[config.mk]
export PLATFORM = sky130hd
export DESIGN_NAME = instr_decode_queue_flat
export DESIGN_NICKNAME = d
export VERILOG_FILES = /design/src/rtl/instr_decode_queue_if.sv /design/src/rtl/instr_decode_queue.sv /design/src/flat_wrapper.sv
export SDC_FILE = /design/constraint.sdc
export NUM_CORES = 1
export LEC_CHECK = 0
export CAP_MARGIN = 10
export CORE_ASPECT_RATIO = 0.75
export CORE_MARGIN = 2
export CORE_UTILIZATION = 23
export CTS_CLUSTER_DIAMETER = 50
export DETAILED_ROUTE_END_ITERATION = 16
export SLEW_MARGIN = 20
export SYNTH_ARGS = -nofsm -noshare
export SYNTH_HDL_FRONTEND = slang
export SYNTH_SLANG_ARGS = --single-unit
export TNS_END_PERCENT = 10
[constraint.sdc]
create_clock -name clk -period 2.8 [get_ports clk]
set_input_delay 0.56 -clock clk [delete_from_list [all_inputs] [get_ports clk]]
set_output_delay 0.56 -clock clk [all_outputs]
set_load 0.03 [all_outputs]
[src/rtl/instr_decode_queue_if.sv]
// ---------------------------------------------------------------------------
// instr_decode_queue_if
// Bundles the fetch-side handshake, the execute-side handshake and the decoded
// head-entry fields of instr_decode_queue.
//   slave  : the queue itself (accepts instructions, drives decoded fields)
//   master : the environment (fetch producer + execute consumer)
// Signals:
//   in_valid/in_ready/in_instr/in_pc   fetch -> queue handshake and payload
//   out_valid/out_ready                queue -> execute handshake
//   opcode..instr_index, imm_ext,
//   jump_target, instr_class, out_pc,
//   illegal                            decoded head entry (zero when empty)
// ---------------------------------------------------------------------------
interface instr_decode_queue_if #(
  parameter int XLEN = 32
);
  logic            in_valid;
  logic            in_ready;
  logic [31:0]     in_instr;
  logic [XLEN-1:0] in_pc;
  logic            out_valid;
  logic            out_ready;
  logic [5:0]      opcode;
  logic [4:0]      rs_addr;
  logic [4:0]      rt_addr;
  logic [4:0]      rd_addr;
  logic [4:0]      shamt;
  logic [5:0]      func;
  logic [15:0]     imm;
  logic [XLEN-1:0] imm_ext;
  logic [25:0]     instr_index;
  logic [XLEN-1:0] jump_target;
  logic [1:0]      instr_class;
  logic [XLEN-1:0] out_pc;
  logic            illegal;

  modport slave (
    input  in_valid, in_instr, in_pc, out_ready,
    output in_ready, out_valid, opcode, rs_addr, rt_addr, rd_addr, shamt, func,
           imm, imm_ext, instr_index, jump_target, instr_class, out_pc, illegal
  );

  modport master (
    output in_valid, in_instr, in_pc, out_ready,
    input  in_ready, out_valid, opcode, rs_addr, rt_addr, rd_addr, shamt, func,
           imm, imm_ext, instr_index, jump_target, instr_class, out_pc, illegal
  );
endinterface

[src/rtl/instr_decode_queue.sv]
// ---------------------------------------------------------------------------
// instr_decode_queue
// DEPTH-entry in-order queue of {instruction, pc} between fetch and execute.
// The head entry is presented fully decoded (MIPS raw fields, extended
// immediate, jump target, instruction class). Decoded outputs are purely
// combinational from the head and read zero whenever the queue is empty.
//
// Ports:
//   clk          rising-edge clock
//   rst_n        asynchronous active-low reset (clears queue and storage)
//   flush        synchronous flush, beats push and pop
//   bus          instr_decode_queue_if.slave (handshakes + decoded fields)
//   illegal_seen sticky flag, present only with DECODE_ILLEGAL_EN
//
// Optional feature macro: DECODE_ILLEGAL_EN
//   defined   : illegal flags unsupported head opcodes; illegal_seen port
//               latches any pop of an illegal entry until reset.
//   undefined : illegal tied 0, no illegal_seen register or port.
//
// Parameters: XLEN (>= 32), DEPTH (power of 2, >= 2).
// ---------------------------------------------------------------------------
module instr_decode_queue #(
  parameter int XLEN  = 32,
  parameter int DEPTH = 2
) (
  input  logic                 clk,
  input  logic                 rst_n,
  input  logic                 flush,
  instr_decode_queue_if.slave  bus
`ifdef DECODE_ILLEGAL_EN
  ,
  output logic                 illegal_seen
`endif
);

  localparam int PTR_W = $clog2(DEPTH);
  localparam int CNT_W = PTR_W + 1;
  localparam int HI_W  = XLEN - 28;
  localparam logic [CNT_W-1:0] FULL_CNT = CNT_W'(DEPTH);
  localparam logic [CNT_W-1:0] CNT_ONE  = CNT_W'(1);
  localparam logic [PTR_W-1:0] PTR_ONE  = PTR_W'(1);

  logic [31:0]      instr_q [DEPTH];
  logic [XLEN-1:0]  pc_q    [DEPTH];
  logic [PTR_W-1:0] rd_ptr;
  logic [PTR_W-1:0] wr_ptr;
  logic [CNT_W-1:0] count;

  logic             push;
  logic             pop;
  logic [31:0]      head_instr;
  logic [XLEN-1:0]  head_pc;
  logic [5:0]       head_op;
  logic [HI_W-1:0]  jump_hi;

  // Immediate extension: logical ops zero-extend, LUI places imm in the upper
  // half and sign-extends that 32-bit value, everything else sign-extends.
  function automatic logic [XLEN-1:0] ext_imm(input logic [5:0] op,
                                               input logic [15:0] imm16);
    logic signed [15:0] simm;
    logic signed [31:0] slui;
    simm = imm16;
    slui = {imm16, 16'h0000};
    case (op)
      6'h0C, 6'h0D, 6'h0E: ext_imm = XLEN'(imm16);
      6'h0F:               ext_imm = XLEN'(slui);
      default:             ext_imm = XLEN'(simm);
    endcase
  endfunction

  function automatic logic [1:0] classify(input logic [5:0] op);
    case (op)
      6'h00:        classify = 2'b00;
      6'h02, 6'h03: classify = 2'b01;
      default:      classify = 2'b10;
    endcase
  endfunction

`ifdef DECODE_ILLEGAL_EN
  function automatic logic is_legal_op(input logic [5:0] op);
    case (op)
      6'h00, 6'h02, 6'h03, 6'h04, 6'h05, 6'h08, 6'h09, 6'h0A, 6'h0B, 6'h0C,
      6'h0D, 6'h0E, 6'h0F, 6'h20, 6'h23, 6'h24, 6'h25, 6'h28, 6'h29, 6'h2B:
        is_legal_op = 1'b1;
      default:
        is_legal_op = 1'b0;
    endcase
  endfunction
`endif

  // Handshake flags come from the registered count only, so out_ready never
  // reaches in_ready combinationally (a full queue refuses even while popping).
  assign bus.in_ready  = (count != FULL_CNT);
  assign bus.out_valid = (count != '0);
  assign push          = bus.in_valid & bus.in_ready;
  assign pop           = bus.out_valid & bus.out_ready;

  // Queue storage and pointers
  always_ff @(posedge clk or negedge rst_n) begin
    if (!rst_n) begin
      count  <= '0;
      rd_ptr <= '0;
      wr_ptr <= '0;
      for (int i = 0; i < DEPTH; i++) begin
        instr_q[i] <= '0;
        pc_q[i]    <= '0;
      end
    end else if (flush) begin
      // Storage is left intact; outputs are masked by out_valid.
      count  <= '0;
      rd_ptr <= '0;
      wr_ptr <= '0;
    end else begin
      if (push) begin
        instr_q[wr_ptr] <= bus.in_instr;
        pc_q[wr_ptr]    <= bus.in_pc;
        wr_ptr          <= wr_ptr + PTR_ONE;
      end
      if (pop) begin
        rd_ptr <= rd_ptr + PTR_ONE;
      end
      case ({push, pop})
        2'b10:   count <= count + CNT_ONE;
        2'b01:   count <= count - CNT_ONE;
        default: count <= count;
      endcase
    end
  end

  // Head decode
  always_comb begin
    head_instr = instr_q[rd_ptr];
    head_pc    = pc_q[rd_ptr];
    head_op    = head_instr[31:26];
    // Upper bits of pc+4: bit 28 receives a carry only when pc[27:2] is all
    // ones, so the low adder bits never need to exist.
    jump_hi    = head_pc[XLEN-1:28] + HI_W'(&head_pc[27:2]);

    bus.opcode      = '0;
    bus.rs_addr     = '0;
    bus.rt_addr     = '0;
    bus.rd_addr     = '0;
    bus.shamt       = '0;
    bus.func        = '0;
    bus.imm         = '0;
    bus.imm_ext     = '0;
    bus.instr_index = '0;
    bus.jump_target = '0;
    bus.instr_class = '0;
    bus.out_pc      = '0;
    bus.illegal     = 1'b0;

    if (bus.out_valid) begin
      bus.opcode      = head_op;
      bus.rs_addr     = head_instr[25:21];
      bus.rt_addr     = head_instr[20:16];
      bus.rd_addr     = head_instr[15:11];
      bus.shamt       = head_instr[10:6];
      bus.func        = head_instr[5:0];
      bus.imm         = head_instr[15:0];
      bus.imm_ext     = ext_imm(head_op, head_instr[15:0]);
      bus.instr_index = head_instr[25:0];
      bus.jump_target = {jump_hi, head_instr[25:0], 2'b00};
      bus.instr_class = classify(head_op);
      bus.out_pc      = head_pc;
`ifdef DECODE_ILLEGAL_EN
      bus.illegal     = ~is_legal_op(head_op);
`endif
    end
  end

`ifdef DECODE_ILLEGAL_EN
  // Sticky record of any illegal entry handed to execute
  always_ff @(posedge clk or negedge rst_n) begin
    if (!rst_n) begin
      illegal_seen <= 1'b0;
    end else if (pop && bus.illegal) begin
      illegal_seen <= 1'b1;
    end
  end
`endif

endmodule

[src/flat_wrapper.sv]
// flat-port wrapper written by rule: the top's interface ports become plain ports
module instr_decode_queue_flat 
#(
  parameter int XLEN  = 32,
  parameter int DEPTH = 2
)
  (clk, rst_n, flush, bus_in_valid, bus_in_instr, bus_in_pc, bus_out_ready, bus_in_ready, bus_out_valid, bus_opcode, bus_rs_addr, bus_rt_addr, bus_rd_addr, bus_shamt, bus_func, bus_imm, bus_imm_ext, bus_instr_index, bus_jump_target, bus_instr_class, bus_out_pc, bus_illegal);
  instr_decode_queue_if #(.XLEN(XLEN)) bus_i ();
  input  logic clk;
  input  logic rst_n;
  input  logic flush;
  input wire logic [$bits(bus_i.in_valid)-1:0] bus_in_valid;
  input wire logic [$bits(bus_i.in_instr)-1:0] bus_in_instr;
  input wire logic [$bits(bus_i.in_pc)-1:0] bus_in_pc;
  input wire logic [$bits(bus_i.out_ready)-1:0] bus_out_ready;
  output wire logic [$bits(bus_i.in_ready)-1:0] bus_in_ready;
  output wire logic [$bits(bus_i.out_valid)-1:0] bus_out_valid;
  output wire logic [$bits(bus_i.opcode)-1:0] bus_opcode;
  output wire logic [$bits(bus_i.rs_addr)-1:0] bus_rs_addr;
  output wire logic [$bits(bus_i.rt_addr)-1:0] bus_rt_addr;
  output wire logic [$bits(bus_i.rd_addr)-1:0] bus_rd_addr;
  output wire logic [$bits(bus_i.shamt)-1:0] bus_shamt;
  output wire logic [$bits(bus_i.func)-1:0] bus_func;
  output wire logic [$bits(bus_i.imm)-1:0] bus_imm;
  output wire logic [$bits(bus_i.imm_ext)-1:0] bus_imm_ext;
  output wire logic [$bits(bus_i.instr_index)-1:0] bus_instr_index;
  output wire logic [$bits(bus_i.jump_target)-1:0] bus_jump_target;
  output wire logic [$bits(bus_i.instr_class)-1:0] bus_instr_class;
  output wire logic [$bits(bus_i.out_pc)-1:0] bus_out_pc;
  output wire logic [$bits(bus_i.illegal)-1:0] bus_illegal;
  assign bus_i.in_valid = bus_in_valid;
  assign bus_i.in_instr = bus_in_instr;
  assign bus_i.in_pc = bus_in_pc;
  assign bus_i.out_ready = bus_out_ready;
  assign bus_in_ready = bus_i.in_ready;
  assign bus_out_valid = bus_i.out_valid;
  assign bus_opcode = bus_i.opcode;
  assign bus_rs_addr = bus_i.rs_addr;
  assign bus_rt_addr = bus_i.rt_addr;
  assign bus_rd_addr = bus_i.rd_addr;
  assign bus_shamt = bus_i.shamt;
  assign bus_func = bus_i.func;
  assign bus_imm = bus_i.imm;
  assign bus_imm_ext = bus_i.imm_ext;
  assign bus_instr_index = bus_i.instr_index;
  assign bus_jump_target = bus_i.jump_target;
  assign bus_instr_class = bus_i.instr_class;
  assign bus_out_pc = bus_i.out_pc;
  assign bus_illegal = bus_i.illegal;
  instr_decode_queue #(.XLEN(XLEN), .DEPTH(DEPTH)) u_core (.clk(clk), .rst_n(rst_n), .flush(flush), .bus(bus_i));
endmodule
Word level (Yosys, flattened, before mapping)
Index checks and enable logic that the tools add are counted.
{ "totals": {"romBits": 0, "mem_count": 0, "mem_bits_rw": 0, "latch_bits": 0, "output_inout_bits": 175, "input_bits": 69, "wordCells": 69, "register_bits": 132} }
{ "op_classes": {"n_mul": 0, "n_bitwise": 5, "n_mux": 30, "shift": 0, "reduce_logical": 10, "div": 0, "magnitude_cmp": 3, "n_eq_ne": 9, "n_addsub": 5} }
{ "op_table": {"columns": ["op", "count"], "rows": [
  ["2-to-1 mux 32 bit", 10],
  ["bitwise mux 64 bit", 2],
  ["one-hot mux 32 bit (2 select lines)", 1],
  ["demux 32 bit (select 1 bit)", 1],
  ["2-to-1 mux 26 bit", 1],
  ["AND reduction 26 bit", 1],
  ["equality test 6 x 4 -> 1 bit, second input constant", 4],
  ["2-to-1 mux 5 bit", 4],
  ["2-to-1 mux 16 bit", 1],
  ["equality test 6 x 2 -> 1 bit, second input constant", 2],
  ["2-to-1 mux 6 bit", 2],
  ["one-hot mux 2 bit (2 select lines)", 2],
  ["logical NOT 6 bit", 1],
  ["nonzero test 2 bit", 3],
  ["adder 4 x 1 -> 4 bit", 1],
  ["greater-or-equal comparator 2 bit, second input constant", 2],
  ["2-to-1 mux 1 bit", 4],
  ["2-to-1 mux 2 bit", 2],
  ["NOT 1 -> 2 bit", 2],
  ["nonzero test 3 bit", 1],
  ["OR reduction 3 bit", 1],
  ["adder 1 bit, second input constant", 2],
  ["adder 2 x 1 -> 2 bit, second input constant", 1],
  ["AND 1 bit", 2],
  ["other kinds (9)", 9]
]} }

Longest topological paths before layout
Gate-level depths: netlist (run 1).
{ "logic_depth": {"depth_word": 8, "mapped_depth": 10, "depth_no_buf": 8} }

Worst setup path before layout (run 1)
Ideal clock, no wire load.
{ "synth_path": {"path_type": "register to output", "from": "register u_core.rd_ptr", "to": "output port bus_jump_target[30]", "stages_incl_launch_ff": 11, "arrival_ns": 2.320, "required_ns": 2.240, "path_slack_ns": -0.080, "path_buffers": 3, "path_cell_list": "dfrtp_1 > buf_2 > buf_2 > buf_2 > nand3_1 > a222oi_1 > and4_1 > ha_1 > ha_1 > xor2_1 > nor2_1"} }
{ "synth_between": {"elab_chain_len": 7} }
{ "synth_rtl": {"columns": ["element", "line_no", "source"], "rows": [
  ["start, declared", "instr_decode_queue.sv:45", "logic [PTR_W-1:0] rd_ptr;"],
  ["start signal, assigned", "instr_decode_queue.sv:120", "rd_ptr <= rd_ptr + PTR_ONE;"],
  ["NOT 1 -> 2 bit (implied by the code) (*)", "instr_decode_queue.sv:133", "head_pc = pc_q[rd_ptr];"],
  ["2-to-1 mux 32 bit (implied by the code) (*) (3 in series)", "instr_decode_queue.sv:133", null],
  ["AND reduction 26 bit", "instr_decode_queue.sv:137", "jump_hi = head_pc[XLEN-1:28] + HI_W'(&head_pc[27:2]);"],
  ["adder 4 x 1 -> 4 bit (*)", "instr_decode_queue.sv:137", null],
  ["2-to-1 mux 32 bit (*)", "instr_decode_queue.sv:153", "if (bus.out_valid) begin"],
  ["end, declared", "flat_wrapper.sv:27", "output wire logic [$bits(bus_i.jump_target)-1:0] bus_jump_target;"]
]} }
Every way passes the cells marked *; elsewhere a longest branch is shown, timed or not. The select of a mux whose other input is x is not followed.

Worst setup path in the final report (run 1)
{ "layout_path": {"from": "register u_core.rd_ptr", "to": "output port bus_imm_ext[29]"} }
{ "layout_between": {"elab_chain_len": 8, "word_cells_on_any_way": 11, "classes_between": "eq/ne (4); mux (5); bitwise (1); reduce/logical (1)"} }
{ "layout_rtl": {"columns": ["element", "line_no", "source"], "rows": [
  ["NOT 1 -> 2 bit (implied by the code) (*)", "instr_decode_queue.sv:132", "head_instr = instr_q[rd_ptr];"],
  ["2-to-1 mux 32 bit (implied by the code) (*) (3 in series)", "instr_decode_queue.sv:132", null],
  ["equality test 6 x 4 -> 1 bit", "instr_decode_queue.sv:64", "case (op)"],
  ["OR reduction 3 bit", "instr_decode_queue.sv:64", null],
  ["one-hot mux 32 bit (2 select lines) (*)", "instr_decode_queue.sv:64", null],
  ["2-to-1 mux 32 bit (*)", "instr_decode_queue.sv:153", null],
  ["end, declared", "flat_wrapper.sv:25", "output wire logic [$bits(bus_i.imm_ext)-1:0] bus_imm_ext;"]
]} }
Marked as above.

==> results of run 1 <==
==> timing repair <==
action                     4_1_cts  5_1_grt
cloned                           1        0
buffers inserted                 4        2
pin swaps                       10        7
hold endpoints to repair         0        0
hold buffers                     0        0
setup endpoints to repair      146       94
gates resized for setup        249       75
==> registers in the layout, indices dropped and copies added (netlist names) <==
name	flops
u_core.wr_ptr	1
u_core.rd_ptr	1
u_core.pc_q	64
u_core.instr_q	64
u_core.count	2
==> synthesized netlist by cell type (2+ instances only) <==
master    number  area share
nand4_1        5      0.0044
o21ai_0        4      0.0028
buf_4         73       0.078
nand2b_1       3      0.0027
nor3_1         2      0.0014
inv_1          4      0.0021
mux2_2       128        0.20
o21a_1        13       0.014
nand2_1        8      0.0043
xor2_1         3      0.0037
ha_1           2      0.0035
nor3b_1        2      0.0021
dfrtp_1      132        0.47
a21oi_1       10      0.0071
mux2_1         4      0.0064
clkbuf_1       9      0.0048
nand3_1        9      0.0064
nand3b_1       3      0.0032
a22o_1         2      0.0025
nor2_1        97       0.052
mux2i_1       54       0.077
buf_2         22       0.016
and2_1         4      0.0035
and3_1         5      0.0044
nor2b_1        6      0.0053
or3_1          2      0.0018
==> power groups by stage <==
stage,clock network [mW],registers [mW],logic (mW)
floorplan,0,2.70,2.00
finish,2.39,2.80,2.96
global route,2.56,2.87,3.18
CTS,2.46,2.79,2.97
detailed placement,0,2.81,3.03
global placement,0,2.80,3.01
==> placed cells by master (no fill, tap or decap), types with 4 or more instances in the layout <==
| master | instances |
|---|---|
| clkbuf_16 | 17 |
| clkdlybuf4s50_1 | 73 |
| and3_1 | 5 |
| dfrtp_1 | 131 |
| nand4_1 | 5 |
| mux2_2 | 128 |
| nand2_1 | 8 |
| nand3_1 | 9 |
| clkinvlp_4 | 4 |
| clkdlybuf4s15_2 | 12 |
| dlygate4sd2_1 | 75 |
| buf_4 | 56 |
| buf_12 | 20 |
| mux2_1 | 4 |
| a21oi_1 | 9 |
| buf_6 | 17 |
| mux2i_2 | 8 |
| nor2_1 | 90 |
| mux2i_1 | 46 |
| clkbuf_2 | 26 |
| bufinv_16 | 4 |
| nor2_2 | 5 |
| o21a_1 | 13 |
==> metal layers <==
metal  vias to the layer above  GRT usage  routed length [um]
met5                         -          0                  13
met3                        19     0.0361                 901
met1                      2594      0.185               10300
met2                       120      0.200                9650
li1                       2469          -                   -
met4                         2     0.0439                 279
==> per-stage QoR <==
stage,power (mW),instances,setup TNS [ns]
final,8.15,1235,-14.59
after detailed placement,5.84,1195,-1.30
after global routing,8.61,1235,-24.15
after floorplan,4.70,625,-0.0771
after global placement,5.80,1195,-0.939
after CTS,8.22,1232,-11.54
==> logic make-up after synthesis <==
family,count (synthesis),share of synthesized area
other,1,0.000531
muxes,186,0.287
xor gates and xnor gates,4,0.00497
buffers and inverters,110,0.101
DFF,132,0.468
AOI/OAI and AO/OA,37,0.0362
and+or+nand+nor,151,0.0981
adders and majority gates,2,0.00355
==> layout make-up <==
class	count	area [sq um]
multi-input cells	383	3200
inverters	5	22.5
repair buffers	283	2710
well taps	399	499
flip-flops and latches	132	3310
diodes	1	2.50
clock inverters	12	179
clock buffers	20	447
fillers	3049	19800
==> final timing paths <==
check	from	endpoint	slack, ns
worst max-delay path	u_core.rd_ptr$_DFFE_PN0P_	bus_imm_ext[29]	-0.50
worst min-delay path	rst_n	u_core.instr_q[23]$_DFFE_PN0P_	0.08
worst max register to register	u_core.count[0]$_DFFE_PN0P_	u_core.pc_q[51]$_DFFE_PN0P_	0.95
worst min register to register	u_core.pc_q[59]$_DFFE_PN0P_	u_core.pc_q[59]$_DFFE_PN0P_	0.50
max in group asynchronous	rst_n	u_core.rd_ptr$_DFFE_PN0P_	1.94
min in group clk	u_core.pc_q[59]$_DFFE_PN0P_	u_core.pc_q[59]$_DFFE_PN0P_	0.50
==> results.md, run 1 <==
- Fin crit share: 1.18
- Core footprint: 30,200 sq um
- R2R cell count: 5
- CP Cell Sequence: buf_4, buf_12, or3_4, a22o_4, buf_12, or3_1, a21oi_2, buf_6
- Initial antenna violation count: 2
- Post-Syn Instances: 623
- DRT antenna net count: 0
- Latest clock arrival within the worst-skew pair: 0.43 ns
- IO Count: 244
- DP Worst Slack: -0.222 ns
- Peak supply drop: 0.432 mV
- Crit-path slowest cell: dfrtp_4
- Number of global-route vias before repair: 5,465
- DRC viols: 0
- DR pass1 iterations: 4
- Setup violations, final: 74
- Clock power frac: 0.294
- Synth-to-Final Area Change: 46.9%
- Total track usage: 0.133
- Wire length per cell: 17.1 um
- Largest net degree at the start of global routing: 61
- Post-synthesis sequential area ratio: 0.468
- Post-route cell area: 10,400 sq um
- CP Max Fanout: 19
- Cell mode on critical path: buf_12
- Min-Delay Path Class: input pin to async pin
- Biggest cell delay along the critical path: 0.55 ns
- Post-synth cell types: 43
- Vias: 5,204
- Worst-path clk slew: 0.06 ns
- RSZ-0062 raised after global routing: true
- Total die area: 32,100 sq um
- Min Tclk post-route: 3.30 ns
- Failing checks: negative setup slack
- Power Density: 786 nW/um^2
- Slew headroom: 0.657
- Ys async rst share: 1.00
- Number of buffers created by CTS: 17
- Post-synth EDFFs: 0
- Final net count: 893
- Critical path depth: 8
- Max Clock Freq: 0.303 GHz
- DRT iter0 DRCs: 247
- Slew Limit Fails: 0
- Switching Fraction: 0.351
- Clock H-tree levels: 4
- First-pass GRT wire length: 32.4 mm
- Final core utilization: 0.343
- Synthesis warning total: 0
- Routed WL: 21.2 mm
- Critical setup path kind: register to output pin
- Routed vias/inst: 4.21
- Maximum root-to-sink buffer count: 2
- Synthesized area: 7060 sq um
- Height of the die: 156 um
- Combinational share of power: 0.363
- Die width: 206 um
- Hold_ws: 0.0777 ns
- Clk sinks: 132
- Root buf cell: clkbuf_16
- Crit start category: register
- Worst Path Required: 2.24 ns
- Site row count: 55
- Lkg Pwr: 4.61 nW
- Int Power: 5.29 mW
- Crit-path leading delay family: simple AND/OR/NAND/NOR gates
- CP arrival: 2.74 ns
- Hpwl dp: 15.5 mm
- Seq cells post-synth: 132
- Sequential Power Share: 0.343
- Grt ovf: 0
- Buf/Inv on CP: 4
- Final-report hold violation count: 0
- Clock Skew: 0.0143 ns
- Last weighted congestion value of the routability-driven placer: 0.753
- Port Buf Inserts: 240
- Element type at the critical path end: output pin
- Initial Util: 0.234
- Final setup margin: -0.501 ns
- Mean Syn Cell Area: 11.3 sq um
- Worst Max-Slew Pin Slew: 0.515 ns
- Primary FF master, synth: dfrtp_1
- Area after DPL: 9670 sq um
- Status: complete, but fails checks
- Max-Cap Viols: 0
- CTS tree: yes
- Layout cells sized above 1: 0.393
- Sw Pwr: 2.86 mW
Power figures use the tool's default switching activity.
==> run 2, diff against run 1 <==
- CTS_CLUSTER_SIZE: default -> 28
==> results of run 2 <==
No change in the layout: final DEF, timing and power equal those of run 1.
